**src/rtl/sync_fifo_pkg.sv**
```systemverilog
// Shared constants and sizing helper for the parametrised synchronous FIFO.
package sync_fifo_pkg;

    localparam int FIFO_MODE_STD  = 0;
    localparam int FIFO_MODE_FWFT = 1;

    // Ceiling log2. Used to size the pointers (DEPTH) and the occupancy count (DEPTH+1).
    function automatic int clog2(input int n);
        int r;
        r = 0;
        for (int i = 0; i < 31; i++) begin
            if ((1 << i) < n) r = i + 1;
        end
        return r;
    endfunction

endpackage

```
**src/rtl/fifo_mem.sv**
```systemverilog
// DEPTH x WIDTH simple dual-port storage. Writes are synchronous and reads are asynchronous by address.
module fifo_mem #(
    parameter int WIDTH = 8,
    parameter int DEPTH = 8,
    parameter int AW    = 3
) (
    input  logic             clk,
    input  logic             we,
    input  logic [AW-1:0]    waddr,
    input  logic [WIDTH-1:0] wdata,
    input  logic [AW-1:0]    raddr,
    output logic [WIDTH-1:0] rdata
);

    logic [WIDTH-1:0] mem [0:DEPTH-1];

    // Storage is never reset, so contents are only defined once they have been written.
    always_ff @(posedge clk) begin
        if (we) mem[waddr] <= wdata;
    end

    assign rdata = mem[raddr];

endmodule

```
**src/rtl/sync_fifo_param.sv**
```systemverilog
// Parametrised single-clock FIFO. It supports any depth, an occupancy count, almost-full and
// almost-empty thresholds, standard or first-word-fall-through reads, and sticky error flags.
module sync_fifo_param
    import sync_fifo_pkg::*;
#(
    parameter int WIDTH    = 8,
    parameter int DEPTH    = 8,
    parameter int AF_LEVEL = DEPTH - 2,
    parameter int AE_LEVEL = 2,
    parameter int FWFT     = FIFO_MODE_STD
) (
    input  logic                        clk,
    input  logic                        rst,
    input  logic                        w_en,
    input  logic [WIDTH-1:0]            w_data,
    input  logic                        r_en,
    output logic [WIDTH-1:0]            r_data,
    output logic                        r_valid,
    output logic                        isFull,
    output logic                        isEmpty,
    output logic                        isAlmostFull,
    output logic                        isAlmostEmpty,
    output logic [clog2(DEPTH+1)-1:0]   count,
    output logic                        overflow,
    output logic                        underflow,
    input  logic                        err_clr
);

    localparam int CW = clog2(DEPTH + 1);
    localparam int AW = (clog2(DEPTH) < 1) ? 1 : clog2(DEPTH);

    if (DEPTH < 2 || AF_LEVEL > DEPTH || AE_LEVEL >= DEPTH) begin : g_bad_params
        $error("sync_fifo_param: illegal DEPTH/AF_LEVEL/AE_LEVEL combination");
    end

    logic [AW-1:0]    wr_ptr_q, wr_ptr_d, rd_ptr_q, rd_ptr_d;
    logic [CW-1:0]    count_q, count_d;
    logic             empty_q, empty_d, full_q, full_d;
    logic             afull_q, afull_d, aempty_q, aempty_d;
    logic [WIDTH-1:0] r_data_q, r_data_d;
    logic             r_valid_q, r_valid_d;
    logic             ovf_q, ovf_d, unf_q, unf_d;
    logic             rd_acc, wr_acc;
    logic [AW-1:0]    mem_raddr;
    logic [WIDTH-1:0] mem_rdata;

    // Pointers wrap by explicit compare, so any depth works.
    function automatic logic [AW-1:0] ptr_inc(input logic [AW-1:0] p);
        return (p == AW'(DEPTH - 1)) ? '0 : p + AW'(1);
    endfunction

    // Accept, pointer, count, flag, read-data and error-flag next-state logic.
    always_comb begin
        rd_acc    = r_en & ~empty_q;
        // A full FIFO can still take a write when a read frees a slot in the same cycle.
        wr_acc    = w_en & (~full_q | rd_acc);

        wr_ptr_d  = wr_acc ? ptr_inc(wr_ptr_q) : wr_ptr_q;
        rd_ptr_d  = rd_acc ? ptr_inc(rd_ptr_q) : rd_ptr_q;
        count_d   = count_q + CW'(wr_acc) - CW'(rd_acc);

        empty_d   = (count_d == '0);
        full_d    = (count_d == CW'(DEPTH));
        afull_d   = (count_d >= CW'(AF_LEVEL));
        aempty_d  = (count_d <= CW'(AE_LEVEL));

        // FWFT registers the head that will exist after this edge. Standard mode registers the current head on a pop.
        mem_raddr = (FWFT == FIFO_MODE_FWFT) ? rd_ptr_d : rd_ptr_q;
        r_data_d  = r_data_q;
        if (FWFT == FIFO_MODE_FWFT) begin
            r_valid_d = (count_d != '0);
            if (count_d != '0) begin
                // The new head may be the word that is being written this cycle and is not yet in storage.
                r_data_d = (wr_acc && (rd_ptr_d == wr_ptr_q)) ? w_data : mem_rdata;
            end
        end else begin
            r_valid_d = rd_acc;
            if (rd_acc) r_data_d = mem_rdata;
        end

        // A new error in the same cycle as err_clr still sets the flag.
        ovf_d     = (ovf_q & ~err_clr) | (w_en & ~wr_acc);
        unf_d     = (unf_q & ~err_clr) | (r_en & ~rd_acc);
    end

    // State registers. Reset overrides every request that arrives in the same cycle.
    always_ff @(posedge clk) begin
        if (rst) begin
            wr_ptr_q  <= '0;
            rd_ptr_q  <= '0;
            count_q   <= '0;
            empty_q   <= 1'b1;
            full_q    <= 1'b0;
            afull_q   <= 1'b0;
            aempty_q  <= 1'b1;
            r_data_q  <= '0;
            r_valid_q <= 1'b0;
            ovf_q     <= 1'b0;
            unf_q     <= 1'b0;
        end else begin
            wr_ptr_q  <= wr_ptr_d;
            rd_ptr_q  <= rd_ptr_d;
            count_q   <= count_d;
            empty_q   <= empty_d;
            full_q    <= full_d;
            afull_q   <= afull_d;
            aempty_q  <= aempty_d;
            r_data_q  <= r_data_d;
            r_valid_q <= r_valid_d;
            ovf_q     <= ovf_d;
            unf_q     <= unf_d;
        end
    end

    fifo_mem #(
        .WIDTH (WIDTH),
        .DEPTH (DEPTH),
        .AW    (AW)
    ) u_mem (
        .clk   (clk),
        .we    (wr_acc & ~rst),
        .waddr (wr_ptr_q),
        .wdata (w_data),
        .raddr (mem_raddr),
        .rdata (mem_rdata)
    );

    assign r_data        = r_data_q;
    assign r_valid       = r_valid_q;
    assign isFull        = full_q;
    assign isEmpty       = empty_q;
    assign isAlmostFull  = afull_q;
    assign isAlmostEmpty = aempty_q;
    assign count         = count_q;
    assign overflow      = ovf_q;
    assign underflow     = unf_q;

endmodule
```
**config.mk**
```make
export PLATFORM = sky130hd
export DESIGN_NAME = sync_fifo_param
export DESIGN_NICKNAME = d
export VERILOG_FILES = /design/src/rtl/sync_fifo_pkg.sv /design/src/rtl/fifo_mem.sv /design/src/rtl/sync_fifo_param.sv
export SDC_FILE = /design/constraint.sdc
export NUM_CORES = 1
export LEC_CHECK = 0
export BUFFER_PORTS_ARGS = -buffer_cell sky130_fd_sc_hd__buf_2
export CAP_MARGIN = 20
export CORE_ASPECT_RATIO = 2
export CORE_MARGIN = 5
export CORE_UTILIZATION = 55
export CTS_BUF_LIST = sky130_fd_sc_hd__clkbuf_2
export CTS_CLUSTER_SIZE = 12
export DETAILED_ROUTE_END_ITERATION = 16
export PLACE_DENSITY = 0.83
export SETUP_SLACK_MARGIN = 0.2
export SKIP_CTS_REPAIR_TIMING = 1
export SYNTH_ARGS = -nofsm -noshare
export SYNTH_HDL_FRONTEND = slang
export SYNTH_SLANG_ARGS = --single-unit
```
**constraint.sdc**
```tcl
create_clock -name clk -period 2.2 [get_ports clk]
set_clock_uncertainty 0.05 [all_clocks]
set_input_delay 0.22 -clock clk [delete_from_list [all_inputs] [get_ports clk]]
set_output_delay 0.22 -clock clk [all_outputs]
set_load 0.1 [all_outputs]
```
Yosys cells after proc, flatten, opt, wreduce, memory -nomap -nowiden:

Memory sizes are Yosys's and may differ from the RTL's. A register that Yosys moved wholly into a read port is not among the register bits.
Cells that the tools add are included.
Widths: inputs -> output; s select.

* flip-flop bits (word level): 17
* bits in latches: 0
* bits in writable memories: 64
* memory bits (read-only): 0
* input port bits: 13
* output and inout port bits: 19
* word-level logic and storage cells: 41
* memories kept: 1

* $add $sub $neg: 4
* $mul: 0
* div/mod/pow operators: 0
* order comparisons: 2
* eq/ne operators: 3
* shift operators: 0
* mux-type cells: 4
* bitwise logic cells: 16
* reductions and logical operators: 1

Memory list
* u_mem.mem: depth 8, width 8, rd ports 1, clocked after Yosys merged registers in 1, wr ports 1, RTL line fifo_mem.sv:15 `logic [WIDTH-1:0] mem [0:DEPTH-1];`

Operators by type and width (number)
* $and 1x1->1: 7
* $add 3x1->3 const B: 2
* $eq 3x3->1 const B: 2
* $mux 3: 2
* $not 1->1: 6
* $add 4x1->4: 1
* $eq 4x4->1 const B: 1
* $ge 4x3->1 const B: 1
* $le 4x2->1 const B: 1
* $logic_not 4->1: 1
* $sub 4x1->4: 1
* $or 1x1->1: 3
* $mux 1: 2

Longest topological paths before layout:

Gate-level depths: netlist (run 1).

* depth after elaboration: 7
* mapped depth: 10
* mapped depth without buffers: 10

By module:

A second synthesis (run 1) with hierarchy kept.

* cells, all modules: 219
* area total of the unflattened synthesis: 3578.4 um^2

Modules (own cells, without submodules)
* fifo_mem: times used 1, cells each 106, area an instance 2531.2 um^2, seq. area each 1921.8 um^2
* sync_fifo_param: times used 1, cells each 113, area an instance 1047.3 um^2, seq. area each 500.5 um^2

Least setup slack after synthesis (run 1):

OpenSTA, ideal clock, no wires.

* path type: reg2reg
* start: reg empty_q, in the netlist isEmpty
* end: reg full_q, in the netlist isFull
* library setup time: 0.080 ns
* arrival: 2.874 ns
* data required time: 2.070 ns
* path slack: -0.803 ns
* stages on the path, launching flop included: 11
* buffers on the path: 1
* clock period less this slack: 3.003 ns
* path through: dfxtp_1 > nand2b_4 > clkinv_2 > buf_2 > ha_1 > inv_1 > ha_1 > fa_1 > xor2_1 > nor3_1 > nor3b_1

* word-level cells in the longest chain between the ends: 7

Ends and longest elaborated chain
* start, declared: RTL line sync_fifo_param.sv:38 `logic empty_q, empty_d, full_q, full_d;`
* start signal, assigned: RTL line sync_fifo_param.sv:104 `empty_q <= empty_d;`
* $not 1->1 (*): RTL line sync_fifo_param.sv:54 `rd_acc = r_en & ~empty_q;`
* $and 1x1->1 (*): RTL line sync_fifo_param.sv:54
* via r_valid_d: RTL line sync_fifo_param.sv:41 `logic r_valid_q, r_valid_d;`
* $or 1x1->1: RTL line sync_fifo_param.sv:56 `wr_acc = w_en & (~full_q | rd_acc);`
* $and 1x1->1: RTL line sync_fifo_param.sv:56
* $add 4x1->4: RTL line sync_fifo_param.sv:60 `count_d = count_q + CW'(wr_acc) - CW'(rd_acc);`
* $sub 4x1->4 (*): RTL line sync_fifo_param.sv:60
* $eq 4x4->1 (*): RTL line sync_fifo_param.sv:63 `full_d = (count_d == CW'(DEPTH));`
* end signal, assigned: RTL line sync_fifo_param.sv:105 `full_q <= full_d;`
* end, declared: RTL line sync_fifo_param.sv:38

The timed path passes the listed nets; every way through them passes the cells marked *.
A chain may end at the register's enable or synchronous reset.

Worst setup path after layout (run 1):

* start: reg empty_q, in the netlist isEmpty
* end: reg full_q, in the netlist isFull

* word-level cells in the longest chain between the ends: 7

Ends and longest elaborated chain
* $not 1->1 (*): RTL line sync_fifo_param.sv:54
* $and 1x1->1 (*): RTL line sync_fifo_param.sv:54
* $or 1x1->1: RTL line sync_fifo_param.sv:56
* $and 1x1->1: RTL line sync_fifo_param.sv:56
* $add 4x1->4: RTL line sync_fifo_param.sv:60
* $sub 4x1->4 (*): RTL line sync_fifo_param.sv:60
* via count_d[1]: RTL line sync_fifo_param.sv:37 `logic [CW-1:0] count_q, count_d;`
* $eq 4x4->1 (*): RTL line sync_fifo_param.sv:63

Marked as above.

==> results of run 1 <==
==> metal layers <==
metal | routed length (um) | global-route usage (%) | part of all wire (%) | vias up
met1 | 2400 | 16.3 | 33 | 1058
met2 | 4230 | 32.3 | 59 | 52
met4 | 308 | 10.6 | 4.3 | 0
li1 | - | - | - | 1034
met5 | 0 | 0 | 0 | -
met3 | 240 | 3.43 | 3.3 | 19
==> cells in the final DEF, fill, tap and decap left out, types with 2 or more instances in the layout <==
cell and count:
a21o_1 3, a21oi_1 14, a21oi_2 2, a22oi_1 17
buf_2 31, buf_4 20, bufinv_16 2, clkbuf_2 12
dfxtp_1 22, dfxtp_4 2, dlygate4sd3_1 12, edfxtp_1 64
ha_1 5, ha_4 3, inv_1 4, mux2i_1 33
nand2_1 7, nand2b_1 2, nor2_1 21, nor2b_1 4
nor3_2 11
==> path summary, 6_finish.rpt <==
kind	startpoint	endpoint	slack (ns)	cells past startpoint
worst max register to register	isEmpty$_SDFF_PP1_	isFull$_SDFF_PP0_	0.03	9
worst min register to register	wr_ptr_q[0]$_SDFFE_PP0P_	wr_ptr_q[0]$_SDFFE_PP0P_	0.47	2
worst max-delay path	isEmpty$_SDFF_PP1_	isFull$_SDFF_PP0_	0.03	9
worst min-delay path	rst	isAlmostFull$_SDFF_PP0_	0.12	3
==> cell type report <==
class | count | area (sq um)
fill | 474 | 2050
antenna | 1 | 2.50
timing repair buffer | 65 | 457
inverter | 7 | 33.8
sequential | 89 | 2430
clock inverter | 4 | 68.8
multi-input combinational | 138 | 1150
clock buffer | 12 | 60.1
tap | 86 | 108
==> cells by family after synthesis <==
family / Yosys count / share of synthesized area (%)
DFF: 89 / 67.4
and+or+nand+nor: 55 / 9.22
AOI/OAI and AO/OA: 38 / 7.10
muxes: 33 / 9.19
xor gates and xnor gates: 3 / 0.731
buffers and inverters: 19 / 3.06
adders and majority gates: 9 / 3.34
==> where the power goes <==
| part | internal [mW] | switching [mW] |
|---|---|---|
| Combinational | 0.731 | 1.55 |
| Clock | 0.386 | 0.479 |
| Sequential | 1.97 | 0.0980 |
==> cells in the mapped netlist <==
cell	number
or3_1	1
o21ai_4	1
nand2b_4	1
edfxtp_1	64
mux2i_1	33
nor2b_1	5
or3b_4	1
nand2_1	7
clkinv_2	1
buf_8	2
a32oi_1	1
a21oi_1	16
dfxtp_1	25
nand3b_1	1
or3b_1	1
fa_1	1
buf_4	1
a22oi_1	17
xnor2_1	1
nor3_2	10
inv_1	6
buf_1	2
or3_4	1
clkbuf_1	3
nor3_1	2
nor2_1	21
buf_2	3
nor3b_1	1
ha_1	8
and2_0	1
buf_6	1
xor2_1	2
nand2b_1	2
a21o_1	3
==> state kept, by name (all words and copies together) (netlist names) <==
name           count
mem_raddr          3
count              4
r_data             8
isEmpty            1
u_mem.mem         64
isAlmostFull       1
isAlmostEmpty      1
isFull             1
r_valid            1
overflow           1
wr_ptr_q           3
underflow          1
==> critical path, stage by stage (launching register included) <==
cell      delay (ns)
dfxtp_4         0.40
nand2b_4        0.14
clkinv_4        0.08
o21ai_4         0.16
ha_4            0.23
inv_4           0.05
ha_4            0.13
fa_2            0.47
nor3_2          0.23
nor3b_2         0.18
==> metrics.cfg, run 1 <==
[layout]
final_util_pct = 67.8
fin_cells = 402
final_area_sq_um = 4310
area_growth_pct = 19.9
finalNetCount = 332
final_layout_size_suffix_gt1_share_pct = 31.4

[synthesis]
ys_ff_latch = 89
syn_inst = 246
netlist_top_cells_area = edfxtp_1 (53%), dfxtp_1 (14%), mux2i_1 (9.2%)
ys_seq_area_share_pct = 67.4
avgSynthCellArea_sq_um = 14.6
synth_nets = 268
yosys_warnings = 0
synth_top_area_share_pct = 53.4
synthDistinctLibCells = 34
synth_top_area_cell = edfxtp_1
synth_area_sq_um = 3600

[sta]
setup_viol = 0
tns_ns = 0
period_share_pct = 98.8
fin_ws_ns = 0.0254
final_max_slew_viol_count = 0
relSlewSlack_pct = 66.6
post-route-min-period_ns = 2.17
hold_violations = 0
rsz0062_at_grt = true
whs_ns = 0.122
fmax_mhz = 460
tightest_slew_ns = 0.505

[die]
start_util_pct = 56.5
ios = 32
die_y_um = 124
core-area_sq_um = 6360
core.rowCount = 41
die-width_um = 67.2
die-area_sq_um = 8350

[critical_path]
start_kind = flip-flop
criticalPathCategory = reg -> reg
cp.arrival_ns = 2.59
worstPathRequired_ns = 2.62
cp-end-kind = flip-flop
worstPathMaxFanout = 4

[drt]
firstDrtPassIters = 4
drc_errors = 0
wirelength_mm = 7.18
viasPerCell = 5.38
drt-initial-drc-count = 105
wl_per_cell_um = 17.9
ant_nets = 0
vias = 2163

[status]
status = complete, no violations

[global_route]
gr-total-overflow = 0
grt_pass1_vias = 2140
track_usage_pct = 17.5
grt_max_degree = 36
grt_pass1_wl_mm = 10.4
antenna_found_initial = 1

[run]
drv_cap = 0

[place]
dp_cells = 368
io_buffers = 31
place_area_sq_um = 3990
gp_routability_congestion = 0.787
pre_cts_slack_ns = 0.0615
dp_hpwl_mm = 4.82

[cts]
cts_made_buffers = 9
numClockSinks = 89
clk_pin_slew_ns = 0.22
clk_latency_ns = 0.52
cts_htree_levels = 3
cts_root_buffer = clkbuf_2
cts_tree = yes
cts.path.max_buffers = 2

[pwr]
power.density_nw_per_um2 = 1210
fin_total_pwr_mw = 5.21
p_leak_nw = 1.58
ir_worst_vdd_mv = 1.30

[worst_hold_path]
hold_class = in -> reg

Note: power is estimated with default switching activity, not from simulation.
==> run 2: changes to the inputs <==
--- a/config.mk
+++ b/config.mk
@@ -15,4 +15,5 @@
 export DETAILED_ROUTE_END_ITERATION = 16
 export PLACE_DENSITY = 0.83
+export REMOVE_ABC_BUFFERS = 1
 export SETUP_SLACK_MARGIN = 0.2
 export SKIP_CTS_REPAIR_TIMING = 1
==> constraint.sdc (replaced) <==
create_clock -name clk -period 2.2 [get_ports clk]
set_clock_uncertainty 0.05 [all_clocks]
set_input_delay 0.11 -clock clk [delete_from_list [all_inputs] [get_ports clk]]
set_output_delay 0.11 -clock clk [all_outputs]
set_load 0.1 [all_outputs]
==> run 2 against run 1 <==
Effect of this change:
- hold slack got worse by 0.050 ns
- combinational power fell by 4%
- power is 3.4% lower
- worst setup slack improved by 0.0092 ns
- sequential share of layout area increased by 0.57 points
- clock power fell by 12%
- die area unchanged
- first-iteration DRC count rose by 20%
- routed wire length fell by 2.1%
==> metrics.cfg, run 2 (same netlist as run 1, synthesis figures left out) <==
[status]
status = complete, no violations

[pwr]
power.density_nw_per_um2 = 1180
ir_worst_vdd_mv = 1.67
p_leak_nw = 1.54
fin_total_pwr_mw = 5.04

[die]
core-area_sq_um = 6360
die-width_um = 67.2
die_y_um = 124
die-area_sq_um = 8350
core.rowCount = 41
ios = 32
start_util_pct = 56.5

[sta]
setup_viol = 0
final_max_slew_viol_count = 0
tightest_slew_ns = 0.589
post-route-min-period_ns = 2.17
hold_violations = 0
period_share_pct = 98.4
fin_ws_ns = 0.0346
rsz0062_at_grt = true
fmax_mhz = 462
relSlewSlack_pct = 60.7

[global_route]
track_usage_pct = 17.1
grt_pass1_wl_mm = 10.1
gr-total-overflow = 0
antenna_found_initial = 0
grt_max_degree = 23
grt_pass1_vias = 2084

[place]
gp_routability_congestion = 0.717
pre_cts_slack_ns = 0.0115
dp_cells = 367
dp_hpwl_mm = 4.59
io_buffers = 31
place_area_sq_um = 3910

[drt]
drt-initial-drc-count = 126
viasPerCell = 5.38
wirelength_mm = 7.03
firstDrtPassIters = 4
drc_errors = 0
wl_per_cell_um = 17.7
vias = 2141
ant_nets = 0

[critical_path]
worstPathCellList = nand2b_4 > inv_4 > o21ai_4 > ha_4 > inv_2 > ha_4 > fa_2 > nor3_4 > nor3b_2
r2r_cells = 9
rr_startpoint = isEmpty$_SDFF_PP1_
criticalPathCategory = reg -> reg
r2r_setup_slack_ns = 0.03
worstPathMaxFanout = 4
worstPathRequired_ns = 2.64
cp-end-kind = flip-flop
critPathBufInv = 2
cp.arrival_ns = 2.61
crit_top_cell = ha_4
slowest_delay_ns = 0.50
start_kind = flip-flop
critPathSlowestCell = fa_2
r2r-end = isFull$_SDFF_PP0_
path_delay_family = adder cells

[layout]
final_util_pct = 66.9
diodes = 0
fin_cells = 398
fillers = 457
max_flop_register = u_mem.mem
largest_reg_flops = 64
layout_common_cells = edfxtp_1 (64), mux2i_1 (33), buf_2 (31)
finalNetCount = 329
area_growth_pct = 18.4
final_layout_size_suffix_gt1_share_pct = 28.5
final_common_cell = edfxtp_1
final_area_sq_um = 4260

[worst_hold_path]
min_path_cells = 5
hold_path_startpoint = w_en
hold_class = in -> reg
worstHoldEndpoint = wr_ptr_q[1]$_SDFFE_PP0P_

[cts]
cts_tree = yes
cts_htree_levels = 3
numClockSinks = 89
cts.path.max_buffers = 2
clk_pin_slew_ns = 0.23
cts_made_buffers = 9
clk_latency_ns = 0.53
cts_root_buffer = clkbuf_2

[run]
drv_cap = 0

run 2: how the worst max path moves through the flow:
stage                       start  cells past startpoint  slack [ns]           endpoint
3_5_place_dp   isEmpty$_SDFF_PP1_                      9        0.01  isFull$_SDFF_PP0_
2_1_floorplan  isEmpty$_SDFF_PP1_                      9       -0.92  isFull$_SDFF_PP0_
6_report       isEmpty$_SDFF_PP1_                      9        0.03  isFull$_SDFF_PP0_
4_1_cts        isEmpty$_SDFF_PP1_                      9       -0.03  isFull$_SDFF_PP0_
3_3_place_gp   isEmpty$_SDFF_PP1_                      9        0.08  isFull$_SDFF_PP0_
5_1_grt        isEmpty$_SDFF_PP1_                      9       -0.04  isFull$_SDFF_PP0_
run 2: tightest hold or removal path, cell delays in order:
cell and delay, ns:
buf_2 0.12, o21ai_4 0.07, buf_4 0.14, or3b_1 0.11
a21oi_1 0.06
run 2: where the power goes:
group | internal, mW | switching [mW]
Clock | 0.259 | 0.505
Combinational | 0.670 | 1.51
Sequential | 1.96 | 0.128
Total | 2.89 | 2.14
run 2: metrics by stage:
stage,hold slack (ns),TNS [ns]
3_3_place_gp,0.317,0
6_report,0.0719,0
5_1_grt,0.0181,-0.0456
2_1_floorplan,0.129,-18.34
3_5_place_dp,0.327,0
4_1_cts,-0.278,-0.0350
run 2: area by class of cell:
class	instances	area (sq um)	share of cell area (%)
Clock inverter	7	71.3	1.68
Multi-Input combinational cell	138	1140	26.8
Inverter	7	28.8	0.676
Clock buffer	9	45.0	1.06
Timing Repair Buffer	62	438	10.3
Tap cell	86	108	2.53
Sequential cell	89	2420	57.0
run 2: layer usage:
metal  up-vias  track usage, %  share of wire, %
li1       1031               -                 -
met1      1051            15.9                34
met2        48            31.6                60
met3        11            5.51               4.0
met4         0            8.01               2.1
met5         -               0                 0
==> run 3: changes to the inputs <==
CORE_UTILIZATION = 61   (was 55)
PLACE_DENSITY = 0.87   (was 0.83)
clock period = 2.1 ns   (was 2.2 ns; I/O delays follow)
==> run 3 against run 2 <==
Effect of this change:
- the flow now finishes with violations (setup timing)
- die area is 8.7% lower
- final cell count is 6.3% lower
- non-clock buffer count stayed put
- sequential cell count stayed put
- core utilization is 7.7 points higher
- global-route usage is 1.6 points higher
- sequential share of layout area hardly changed
- critical endpoint unchanged
==> metrics.cfg, run 3 (same netlist as run 1, synthesis figures left out) <==
[pwr]
p_leak_nw = 1.55
ir_worst_vdd_mv = 1.57
fin_total_pwr_mw = 5.29
power.density_nw_per_um2 = 1240

[die]
start_util_pct = 63.0
ios = 32
core-area_sq_um = 5710
die_y_um = 119
die-width_um = 64.3
core.rowCount = 39
die-area_sq_um = 7620

[layout]
final_layout_size_suffix_gt1_share_pct = 29.8
max_flop_register = u_mem.mem
final_common_cell = edfxtp_1
largest_reg_flops = 64
finalNetCount = 329
layout_common_cells = edfxtp_1 (64), mux2i_1 (33), buf_2 (31)
fillers = 356
diodes = 0
area_growth_pct = 18.4

[drt]
wl_per_cell_um = 19.3
drt-initial-drc-count = 150
vias = 2173
ant_nets = 0
drc_errors = 0
firstDrtPassIters = 5
wirelength_mm = 7.20
viasPerCell = 5.83

[place]
io_buffers = 31
dp_hpwl_mm = 4.70
gp_routability_congestion = 0.778

[cts]
cts_tree = yes
cts_htree_levels = 3
clk_latency_ns = 0.50
cts.path.max_buffers = 2
numClockSinks = 89
cts_made_buffers = 9
clk_pin_slew_ns = 0.20
cts_root_buffer = clkbuf_2

[sta]
period_share_pct = 104
post-route-min-period_ns = 2.19
rsz0062_at_grt = true
hold_violations = 0
fmax_mhz = 456
final_max_slew_viol_count = 0
tightest_slew_ns = 0.525
whs_ns = 0.0494
setup_viol = 3
fin_ws_ns = -0.0942
relSlewSlack_pct = 65.0

[global_route]
antenna_found_initial = 0
track_usage_pct = 18.7
grt_pass1_vias = 2060
grt_max_degree = 36
grt_pass1_wl_mm = 10.3
gr-total-overflow = 0

[critical_path]
r2r_setup_slack_ns = -0.09
worstPathRequired_ns = 2.51
cp.arrival_ns = 2.60
worstPathMaxFanout = 4
start_kind = flip-flop
cp-end-kind = flip-flop
criticalPathCategory = reg -> reg

[run]
drv_cap = 0

[status]
status = finished, violations left
violations = setup timing

[worst_hold_path]
hold_class = in -> reg

## run 3: layout make-up
class | count | area [sq um] | area share [%]
multi-input cells | 138 | 1170 | 27.6
flip-flops and latches | 89 | 2420 | 56.9
well taps | 61 | 76.3 | 1.79
clock inverters | 5 | 46.3 | 1.09
repair buffers | 62 | 449 | 10.5
inverters | 7 | 33.8 | 0.793
clock buffers | 11 | 55.1 | 1.29
## run 3: power breakdown
part           internal, mW  switching, mW  total (mW)
Sequential             2.06          0.104        2.16
Combinational         0.732           1.63        2.36
Clock                 0.272          0.493       0.765
## run 3: worst max-delay path: stages (launching register included)
cell      delay, ns
dfxtp_2        0.38
nand2b_4       0.15
inv_6          0.05
o21ai_4        0.17
ha_4           0.23
inv_4          0.05
ha_4           0.13
fa_2           0.49
nor3_4         0.25
nor3b_2        0.18
## run 3: stage by stage
stage / utilization, % / area (sq um) / setup TNS [ns] / cells / worst slack [ns]
after floorplan: - / 3510 / -25.64 / 234 / -1.02
after global placement: 68.2 / 3890 / -0.0359 / 344 / -0.0359
after detailed placement: 68.2 / 3890 / -0.226 / 344 / -0.140
after CTS: 70.0 / 4000 / -0.347 / 360 / -0.181
after global routing: 74.6 / 4260 / -0.463 / 373 / -0.187
final: 74.6 / 4260 / -0.165 / 373 / -0.0942
## run 3: path summary, 6_finish.rpt
check	startpoint	to	cells after the start
setup / recovery	isEmpty$_SDFF_PP1_	isFull$_SDFF_PP0_	9
hold reg to reg	r_data[6]$_SDFFE_PP0P_	r_data[6]$_SDFFE_PP0P_	2
setup reg to reg	isEmpty$_SDFF_PP1_	isFull$_SDFF_PP0_	9
hold / removal	w_en	wr_ptr_q[1]$_SDFFE_PP0P_	5
## run 3: per-layer routing
metal	global-route usage [%]	routed length, um	vias up
li1	-	-	1029
met1	17.5	2270	1038
met2	35.0	4350	89
met3	5.22	375	17
met4	9.30	209	0
met5	0	0	-
